<file path="src/rtl/adder32_seq_ctrl.sv">
// Sequential WIDTH-bit adder: one 8-bit ripple slice (two 4-bit halves) is reused
// for WIDTH/8 cycles, least-significant byte first, behind valid/ready handshakes.
module adder32_seq_ctrl #(
    parameter int WIDTH = 32
) (
    input  logic             clk,
    input  logic             rst,
    input  logic             in_valid,
    output logic             in_ready,
    input  logic [WIDTH-1:0] A,
    input  logic [WIDTH-1:0] B,
    input  logic             c0,
    output logic             out_valid,
    input  logic             out_ready,
    output logic [WIDTH-1:0] S,
    output logic             cout,
    output logic             ovf,
    output logic             busy
);

    localparam int NSLICE = WIDTH / 8;
    localparam int IW     = (NSLICE > 1) ? $clog2(NSLICE) : 1;
    localparam logic [IW-1:0] LAST = IW'(NSLICE - 1);

    typedef enum logic [1:0] {IDLE, CALC, HOLD} state_t;

    state_t           state;
    logic [IW-1:0]    idx;
    logic             carry;
    logic [WIDTH-1:0] a_reg;
    logic [WIDTH-1:0] b_reg;
    logic [7:0]       a_byte;
    logic [7:0]       b_byte;
    logic [7:0]       sum_byte;
    logic             c4;
    logic             c8;

    function automatic logic [4:0] add4(input logic [3:0] a, input logic [3:0] b, input logic ci);
        logic       c;
        logic [3:0] s;
        c = ci;
        for (int i = 0; i < 4; i++) begin
            s[i] = a[i] ^ b[i] ^ c;
            c    = (a[i] & b[i]) | (c & (a[i] ^ b[i]));
        end
        return {c, s};
    endfunction

    // The one shared slice: byte idx of each operand plus the carry held from the previous byte.
    assign a_byte = a_reg[{idx, 3'b000} +: 8];
    assign b_byte = b_reg[{idx, 3'b000} +: 8];
    assign {c4, sum_byte[3:0]} = add4(a_byte[3:0], b_byte[3:0], carry);
    assign {c8, sum_byte[7:4]} = add4(a_byte[7:4], b_byte[7:4], c4);

    // NOTE: every register here, operands included, is cleared by rst so an aborted
    // operation leaves nothing behind; state updates use <= so all of them see pre-edge values.
    always_ff @(posedge clk or posedge rst) begin
        if (rst) begin
            state     <= IDLE;
            idx       <= '0;
            carry     <= 1'b0;
            a_reg     <= '0;
            b_reg     <= '0;
            S         <= '0;
            cout      <= 1'b0;
            ovf       <= 1'b0;
            out_valid <= 1'b0;
            busy      <= 1'b0;
            in_ready  <= 1'b1;
        end else begin
            case (state)
                IDLE: begin
                    if (in_valid) begin
                        a_reg    <= A;
                        b_reg    <= B;
                        carry    <= c0;
                        idx      <= '0;
                        S        <= '0;
                        state    <= CALC;
                        in_ready <= 1'b0;
                        busy     <= 1'b1;
                    end
                end
                CALC: begin
                    S[{idx, 3'b000} +: 8] <= sum_byte;
                    carry <= c8;
                    if (idx == LAST) begin
                        cout      <= c8;
                        ovf       <= (a_reg[WIDTH-1] == b_reg[WIDTH-1]) &&
                                     (sum_byte[7] != a_reg[WIDTH-1]);
                        state     <= HOLD;
                        out_valid <= 1'b1;
                    end else begin
                        idx <= idx + 1'b1;
                    end
                end
                HOLD: begin
                    // Result stays frozen until consumed; no new accept on this edge.
                    if (out_ready) begin
                        state     <= IDLE;
                        out_valid <= 1'b0;
                        busy      <= 1'b0;
                        in_ready  <= 1'b1;
                    end
                end
                default: state <= IDLE;
            endcase
        end
    end

endmodule
</file>
<file path="config.mk">
export PLATFORM = sky130hd
export DESIGN_NAME = adder32_seq_ctrl
export DESIGN_NICKNAME = d
export VERILOG_FILES = /design/src/rtl/adder32_seq_ctrl.sv
export SDC_FILE = /design/constraint.sdc
export NUM_CORES = 1
export LEC_CHECK = 0
export ABC_AREA = 1
export BUFFER_PORTS_ARGS = -buffer_cell sky130_fd_sc_hd__buf_4
export CAP_MARGIN = 10
export CELL_PAD_IN_SITES_DETAIL_PLACEMENT = 0
export CELL_PAD_IN_SITES_GLOBAL_PLACEMENT = 1
export CORE_UTILIZATION = 43
export CTS_CLUSTER_SIZE = 28
export DETAILED_ROUTE_END_ITERATION = 8
export PLACE_DENSITY_LB_ADDON = 0.3
export RECOVER_POWER = 100
export SYNTH_ARGS = -nofsm -noshare
export SYNTH_HDL_FRONTEND = slang
export SYNTH_SLANG_ARGS = --single-unit
export TNS_END_PERCENT = 30
</file>
<file path="constraint.sdc">
create_clock -name clk -period 13.25 [get_ports clk]
set_input_delay 1.9875 -clock clk [delete_from_list [all_inputs] [get_ports clk]]
set_output_delay 1.9875 -clock clk [all_outputs]
set_load 0.005 [all_outputs]
</file>
==> flow_summary.toml, run 1 <==
[clock_tree]
ctsResizeCount = 0
cts_buffer_depth = 2
clk_latency_ns = 0.35
htreeDepth = 3
hold_buffers = 0
clkSinkCount = 106
cts_buffers = 9
cts_tree = "done"
post_cts.repair.setup_buffers = 0
clockRootBuffer = "clkbuf_16"
clkSlewWorstSetupHoldPaths_ns = 0.07

[timing]
whs_ns = 0.467
setup_viol = 0
max_freq_mhz = 155
fin_ws_ns = 6.82
relSlewSlack = -1.86
hold_viol = 0
tns_ns = 0
drv_slew = 251
rsz0062_at_grt = "no"
skew_ns = 0.00822
period_share = 0.485
min_period_ns = 6.43
tightest_slew_ns = 4.29

[placed_design]
gp_congestion = 0.803
hpwl_microns = 8720
place.port_buffers = 105
post-place-ws_ns = 7.85

[routing]
dr.pass1.iters = 7
wirelength_microns = 12300
first_iter_violations = 283
vias_per_cell = 4.98
antenna_left = 0
wl_per_cell_microns = 14.2
vias = 4338
route.detailed.drc = 8

[grt]
grt.met1_usage = 0.270
track_usage = 0.209
grt.overflow.total = 0
gr-usage-met2 = 0.356
grt_max_degree = 82
grt_pass1_wl_microns = 20700
top_usage_layer = "met2"
grt_pass1_vias = 4348
met3_usage = 0.0414
grt_antenna_before_repair = 0

[floorplan]
die_area_sq_um = 12500
initial_core_util = 0.447
ios = 106
rows = 39
fp.dieW_microns = 112
fp.dieH_microns = 112
core_area_sq_um = 11600

[synth]
yosysWarnings = 0
yosysUniqueCellTypes = 26
async_flop_share = 1.00
netlist.top_cell.by_area = "dfrtp_1"
avgSynthCellArea_sq_um = 8.13
yosysMostFrequentCell = "nand2_1"
synth_top_area_frac = 0.508
synth-seq-area-share = 0.513
synthTopCellsByCount = "nand2_1 (334), dfrtp_1 (105), nand3_1 (71), nor2_1 (24), inv_1 (23)"
synth-seq-cells = 106
synth_area_leaders = "dfrtp_1 (51%), nand2_1 (24%), nand3_1 (6.9%), buf_6 (3.5%), fa_1 (3.1%)"
syn_area_sq_um = 5170
syn_inst = 636
synthFlopType = "dfrtp_1"
synth-edff-count = 0
synth_nets = 717

[critical_path]
crit_chain = "clkbuf_4 -> clkinvlp_2 -> clkbuf_1"
reg2reg_slack_ns = 7.86
critical_path_arrival_ns = 5.88
critPathKind = "in2async"
cpPeakStageDelay_ns = 3.06
cp.required_ns = 12.70
reg2reg_depth = 18
path_max_fanout = 81
end_kind = "asynchronous set/reset pin"
crit_slowest_cell = "clkbuf_1"
startpoint_type = "input pin"

[power]
powerDensity_nw_per_um2 = 269
leakage_nw = 3.34
irDropWorstVdd_v = 0.000128

[status]
status = "finished with violations"
failed_checks = "design-rule violations, max-capacitance violations, max-slew violations"

[final_layout]
antenna_cells = 0
syn_to_final_growth_pct = 18.5
nFillCells = 1150
final_core_util = 0.530
drive_above_1_share = 0.174
layout.nets = 804

[worst_hold_path]
min_delay_path_depth = 2
hold_path.class = "reg2reg"

[run]
maxCapViolCount = 4
## cell usage in the layout, fill, tap and decap left out, types with 2 or more instances in the layout
cell type,n
buf_4,66
clkbuf_1,8
clkbuf_16,9
clkbuf_4,37
clkinvlp_4,2
dfrtp_1,105
fa_1,8
ha_1,4
inv_1,22
nand2_1,335
nand3_1,71
nand3_4,2
nand4_1,2
nor2_1,25
nor2_4,3
nor3_1,4
o211ai_1,7
o21ai_0,8
## stage by stage
| stage | instances | area (sq um) | power, W |
|---|---|---|---|
| 6_report | 871 | 6130 | 0.00165 |
| 5_1_grt | 871 | 6130 | 0.00178 |
| 4_1_cts | 871 | 6170 | 0.00165 |
| 3_5_place_dp | 855 | 5900 | 0.00140 |
| 3_3_place_gp | 855 | 5900 | 0.00138 |
| 2_1_floorplan | 636 | 5170 | 0.00115 |
## logic make-up after synthesis
group,synth area share
simple gates,0.357
buf+inv,0.0699
fa+ha+maj,0.0407
compound gates,0.0194
flops,0.513
## worst paths after layout
check,startpoint,to
worst max-delay path,rst,a_reg[11]
worst max register to register,idx[1],S[31]
worst min register to register,in_ready,in_ready
min in group asynchronous,rst,S[28]
worst min-delay path,in_ready,in_ready
max in group clk,in_valid,b_reg[23]
## routing by layer
layer  vias to the layer above  wire length [microns]
li1                       2151                      -
met1                      2062                   5820
met2                       108                   5880
met3                        17                    454
met4                         0                    189
met5                         -                      0
## report_power, final
group / internal [W] / switching, W / leakage, nW
combinational: 0.000311 / 0.000530 / 1.87
clock: 0.000128 / 0.000119 / 0.123
sequential: 0.000464 / 0.0000949 / 1.35
## critical path, delay by kind of cell
family,cells,cell delay [ns]
buffers and inverters,3,3.84
## final cells by class
cell class,instances,area (sq um),share of cell area
multi-input combinational,472,2140,0.349
clock buffer,12,236,0.0386
timing repair buffer,108,792,0.129
sequential,106,2650,0.433
inverter,26,101,0.0165
tap,143,179,0.0292
clock inverter,4,28.8,0.00470
(Power assumes the default switching activity.)
==> run 2, diff against run 1 <==
Settings changed: ABC_AREA 1 to 0, CORE_UTILIZATION 43 to 40.
Clock period 13.25 ns to 5.35 ns, I/O delays scaled along.
==> run 2 against run 1 <==
Against the previous run: the flow finishes with violations (max-capacitance violations, max-slew violations); critical path depth grew 13; total power grew 130%; sequential power grew 150%; global-route usage shrank 3.7 points; sequential share of layout area grew 1.8 points; clock skew grew 0.0031 ns; via count shrank 32%; non-clock buffer count grew 1; clock power grew to 2.6 times the previous value; clock-buffer cell count shrank 3.
==> flow_summary.toml, run 2 <==
[clock_tree]
post_cts.repair.setup_buffers = 0
clk_latency_ns = 0.35
cts_buffer_depth = 2
cts_buffers = 9
clkSlewWorstSetupHoldPaths_ns = 0.08
ctsResizeCount = 0
clockRootBuffer = "clkbuf_16"
hold_buffers = 0
cts_tree = "done"
clkSinkCount = 106
htreeDepth = 3

[synth]
synth_nets = 397
synth-seq-area-share = 0.537
synth-seq-cells = 106
yosysUniqueCellTypes = 32
yosysMostFrequentCell = "dfrtp_1"
async_flop_share = 1.00
syn_inst = 316
syn_area_sq_um = 4940
synth_top_area_frac = 0.531
synth_area_leaders = "dfrtp_1 (53%), mux2_4 (18%), mux4_2 (7.3%), o2bb2ai_1 (5.0%), fa_1 (3.2%)"
synthFlopType = "dfrtp_1"
synthTopCellsByCount = "dfrtp_1 (105), mux2_4 (60), o2bb2ai_1 (28), inv_1 (23), mux4_2 (16)"
avgSynthCellArea_sq_um = 15.6
synth-edff-count = 0
yosysWarnings = 0
netlist.top_cell.by_area = "dfrtp_1"

[final_layout]
drive_above_1_share = 0.347
final_common_cell = "dfrtp_1"
final_core_util = 0.490
syn_to_final_growth_pct = 19.0
nFillCells = 1133
regArea_sq_um = 2650
final_cell_mix = "dfrtp_1 (105), buf_4 (70), mux2_1 (58)"
multi_input_area_sq_um = 1860
antenna_cells = 0
layout.nets = 502

[timing]
tns_ns = 0
min_period_ns = 4.58
fin_ws_ns = 0.766
max_freq_mhz = 218
rsz0062_at_grt = "no"
setup_viol = 0
relSlewSlack = -0.486
whs_ns = 0.490
skew_ns = 0.0113
hold_viol = 0
tightest_slew_ns = 2.22
period_share = 0.857
drv_slew = 92

[status]
failed_checks = "max-capacitance violations, max-slew violations"
status = "finished with violations"

[critical_path]
path_max_fanout = 7
crit_chain = "mux4_2 -> inv_1 -> fa_1 -> fa_1 -> fa_1 -> fa_1 -> fa_1 -> inv_1 -> fa_1 -> inv_1 -> fa_1 -> inv_1 -> fa_1 -> and3b_1 -> a21oi_1 -> o21ai_0"
critical_path_arrival_ns = 4.85
cp.required_ns = 5.62
cpPeakStageDelay_ns = 0.52
path_delay_family = "adder cells"
crit_slowest_cell = "dfrtp_1"
startpoint_type = "register"
crit_buf_inv = 4
critPathKind = "reg2reg"
reg2reg_slack_ns = 0.77
crit_top_cell = "fa_1"
end_kind = "register"

[power]
irDropWorstVdd_v = 0.000248
powerDensity_nw_per_um2 = 642
leakage_nw = 2.70

[routing]
wirelength_microns = 10100
dr.pass1.iters = 4
route.detailed.drc = 0
antenna_left = 0
wl_per_cell_microns = 17.7
vias_per_cell = 5.16
first_iter_violations = 157
vias = 2959

[placed_design]
post-place-ws_ns = 0.729
place.port_buffers = 105
hpwl_microns = 7460
gp_congestion = 0.755

[floorplan]
fp.dieW_microns = 113
rows = 40
initial_core_util = 0.412
die_area_sq_um = 12800
core_area_sq_um = 12000
ios = 106
fp.dieH_microns = 113

[grt]
grt.overflow.total = 0
grt_antenna_before_repair = 0
grt_pass1_vias = 3167
grt_max_degree = 56
grt_pass1_wl_microns = 17000
track_usage = 0.173

[worst_hold_path]
hold_path.class = "reg2reg"

[run]
maxCapViolCount = 2
[run 2: layer usage]
layer,global-route usage,vias up,part of all wire
met1,0.244,1502,0.49
met2,0.263,86,0.45
met3,0.0493,12,0.054
li1,-,1359,-
met4,0.0421,0,0.012
met5,0,-,0
[run 2: worst paths after layout]
kind,start,end,cells after the start
max,idx[0],ovf,16
min,S[25],S[25],1
max reg2reg,idx[0],ovf,16
min reg2reg,S[25],S[25],1
max in group asynchronous,rst,S[7],3
min in group asynchronous,rst,S[29],2
[run 2: layout make-up]
type                    instances  share of cell area
clock buffers                   9              0.0383
clock inverters                 7              0.0104
inverters                      24              0.0155
multi-input cells             171               0.317
flip-flops and latches        106               0.451
well taps                     147              0.0313
repair buffers                109               0.137
[run 2: through the flow]
stage | total power, W | area [sq um] | cells
after floorplan | 0.00283 | 4940 | 316
after global placement | 0.00339 | 5840 | 557
after detailed placement | 0.00343 | 5840 | 557
after CTS | 0.00408 | 6120 | 573
after global routing | 0.00407 | 5880 | 573
final | 0.00377 | 5880 | 573
[run 2: report_power, final]
| group | leakage (nW) | switching [W] | total, W | internal (W) |
|---|---|---|---|---|
| clock | 0.134 | 0.000313 | 0.000636 | 0.000323 |
| combinational | 1.25 | 0.000901 | 0.00177 | 0.000867 |
| sequential | 1.31 | 0.000227 | 0.00137 | 0.00114 |
| total | 2.70 | 0.00144 | 0.00377 | 0.00233 |
[run 2: logic make-up (layout without fill, tap and decap cells)]
logic type,after synthesis,count (layout),synth area share
AND/OR/NAND/NOR,26,26,0.0294
AO/OA/AOI/OAI,50,50,0.0790
flip-flops,106,106,0.537
adder cells (fa/ha/maj),12,12,0.0425
buffers and inverters,39,149,0.0418
multiplexers,83,83,0.271
[run 2: worst reg2reg max path, cell delays in order (launching register included)]
cell,delay [ns]
dfrtp_1,0.52
mux4_2,0.40
inv_1,0.05
fa_1,0.40
fa_1,0.38
fa_1,0.39
fa_1,0.40
fa_1,0.37
inv_1,0.08
fa_1,0.15
inv_1,0.05
fa_1,0.34
inv_1,0.08
fa_1,0.49
and3b_1,0.24
a21oi_1,0.04
o21ai_0,0.13
==> run 3, diff against run 2 <==
==> constraint.sdc (replaced) <==
create_clock -name clk -period 5.35 [get_ports clk]
set_input_delay 1.3375 -clock clk [delete_from_list [all_inputs] [get_ports clk]]
set_output_delay 1.3375 -clock clk [all_outputs]
set_load 0.005 [all_outputs]
==> run 3 against run 2 <==
Against the previous run: the flow still finishes with violations (max-capacitance violations, max-slew violations); utilization increased by 0.14 points; sequential power about the same; design area increased by 0.28%; clock-buffer cell count unchanged; total power increased by 2.0%; clock power increased by 8.8%; largest cell class unchanged.
==> flow_summary.toml, run 3 (same netlist as run 2, synthesis figures left out) <==
[timing]
drv_slew = 123
tightest_slew_ns = 3.03
hold_viol = 0
min_period_ns = 4.61
max_freq_mhz = 217
relSlewSlack = -1.03
setup_viol = 0
whs_ns = 0.491
rsz0062_at_grt = "no"
period_share = 0.862
skew_ns = 0.0135
tns_ns = 0

[clock_tree]
cts_buffer_depth = 2
clkSlewWorstSetupHoldPaths_ns = 0.08
ctsResizeCount = 0
cts_buffers = 9
post_cts.repair.setup_buffers = 0
cts_tree = "done"
htreeDepth = 3
hold_buffers = 0
clockRootBuffer = "clkbuf_16"
clkSinkCount = 106
clk_latency_ns = 0.34

[placed_design]
place.port_buffers = 105
hpwl_microns = 7470
gp_congestion = 0.743

[routing]
wirelength_microns = 10300
dr.pass1.iters = 4
vias = 2954
antenna_left = 0
vias_per_cell = 5.16
route.detailed.drc = 0
first_iter_violations = 136
wl_per_cell_microns = 18.0

[status]
failed_checks = "max-capacitance violations, max-slew violations"
status = "finished with violations"

[grt]
track_usage = 0.175
grt_antenna_before_repair = 0
grt_pass1_vias = 3202
grt_pass1_wl_microns = 17300
grt.overflow.total = 0
grt_max_degree = 82

[critical_path]
critical_path_arrival_ns = 4.87
critPathKind = "reg2reg"
cp.required_ns = 5.61
end_kind = "register"
path_max_fanout = 7
startpoint_type = "register"

[final_layout]
final_cell_mix = "dfrtp_1 (105), buf_4 (68), mux2_1 (57)"
layout.nets = 502
syn_to_final_growth_pct = 19.3
final_common_cell = "dfrtp_1"
drive_above_1_share = 0.336
final_core_util = 0.491
antenna_cells = 0

[power]
irDropWorstVdd_v = 0.000275
powerDensity_nw_per_um2 = 652
leakage_nw = 2.70

[floorplan]
ios = 106
rows = 40
core_area_sq_um = 12000
initial_core_util = 0.412
fp.dieH_microns = 113
fp.dieW_microns = 113
die_area_sq_um = 12800

[worst_hold_path]
hold_path.class = "reg2reg"

[run]
maxCapViolCount = 2
## run 3: changes by cell type in the layout (fill, tap and decap cells not counted)
cell,previous run,this run
buf_4,70,68
bufinv_16,0,1
clkbuf_1,3,8
clkbuf_4,35,32
clkinv_4,3,1
clkinv_8,0,1
clkinvlp_2,1,0
clkinvlp_4,2,1
inv_1,22,23
inv_8,1,2
mux2_1,58,57
mux2_4,2,3
## run 3: final timing paths
path                                 from        end  slack [ns]  depth (start not counted)
min in group asynchronous             rst      S[13]        2.11                          2
worst min register to register  b_reg[13]  b_reg[13]        0.49                          1
worst max register to register     idx[0]        ovf        0.74                         16
worst max-delay path               idx[0]        ovf        0.74                         16
worst min-delay path            b_reg[13]  b_reg[13]        0.49                          1
max in group asynchronous             rst      S[21]        1.32                          3
## run 3: cell type report
| class | count | area [sq um] |
|---|---|---|
| timing repair buffer | 109 | 786 |
| clock inverter | 7 | 93.8 |
| inverter | 24 | 90.1 |
| sequential | 106 | 2650 |
| clock buffer | 9 | 225 |
| tap | 147 | 184 |
| multi-input combinational | 171 | 1870 |
| fill | 1085 | 6110 |
## run 3: stage by stage
stage	power [W]	cell area (sq um)	setup slack [ns]	cells
5_1_grt	0.00415	5900	0.438	573
6_report	0.00385	5900	0.741	573
2_1_floorplan	0.00283	4940	0.880	316
3_3_place_gp	0.00339	5840	0.799	557
4_1_cts	0.00414	6160	0.711	573
3_5_place_dp	0.00343	5840	0.733	557
## run 3: power by group
part	switching [W]	internal (W)	total, W	leakage [nW]
registers	0.000227	0.00114	0.00137	1.31
logic	0.000918	0.000868	0.00179	1.24
clock network	0.000315	0.000376	0.000692	0.153
## run 3: metal layers
| metal | up-vias | routed length, microns | global-route usage |
|---|---|---|---|
| met4 | 0 | 100 | 0.0526 |
| li1 | 1359 | - | - |
| met2 | 92 | 4630 | 0.265 |
| met3 | 7 | 538 | 0.0386 |
| met5 | - | 0 | 0 |
| met1 | 1496 | 5040 | 0.254 |
## run 3: critical path: stages (launching register included)
cell	delay, ns
dfrtp_1	0.52
mux4_2	0.39
inv_1	0.05
fa_1	0.40
fa_1	0.40
fa_1	0.39
fa_1	0.39
fa_1	0.37
inv_1	0.08
fa_1	0.15
inv_1	0.05
fa_1	0.35
inv_1	0.08
fa_1	0.49
and3b_1	0.24
a21oi_1	0.04
o21ai_0	0.14
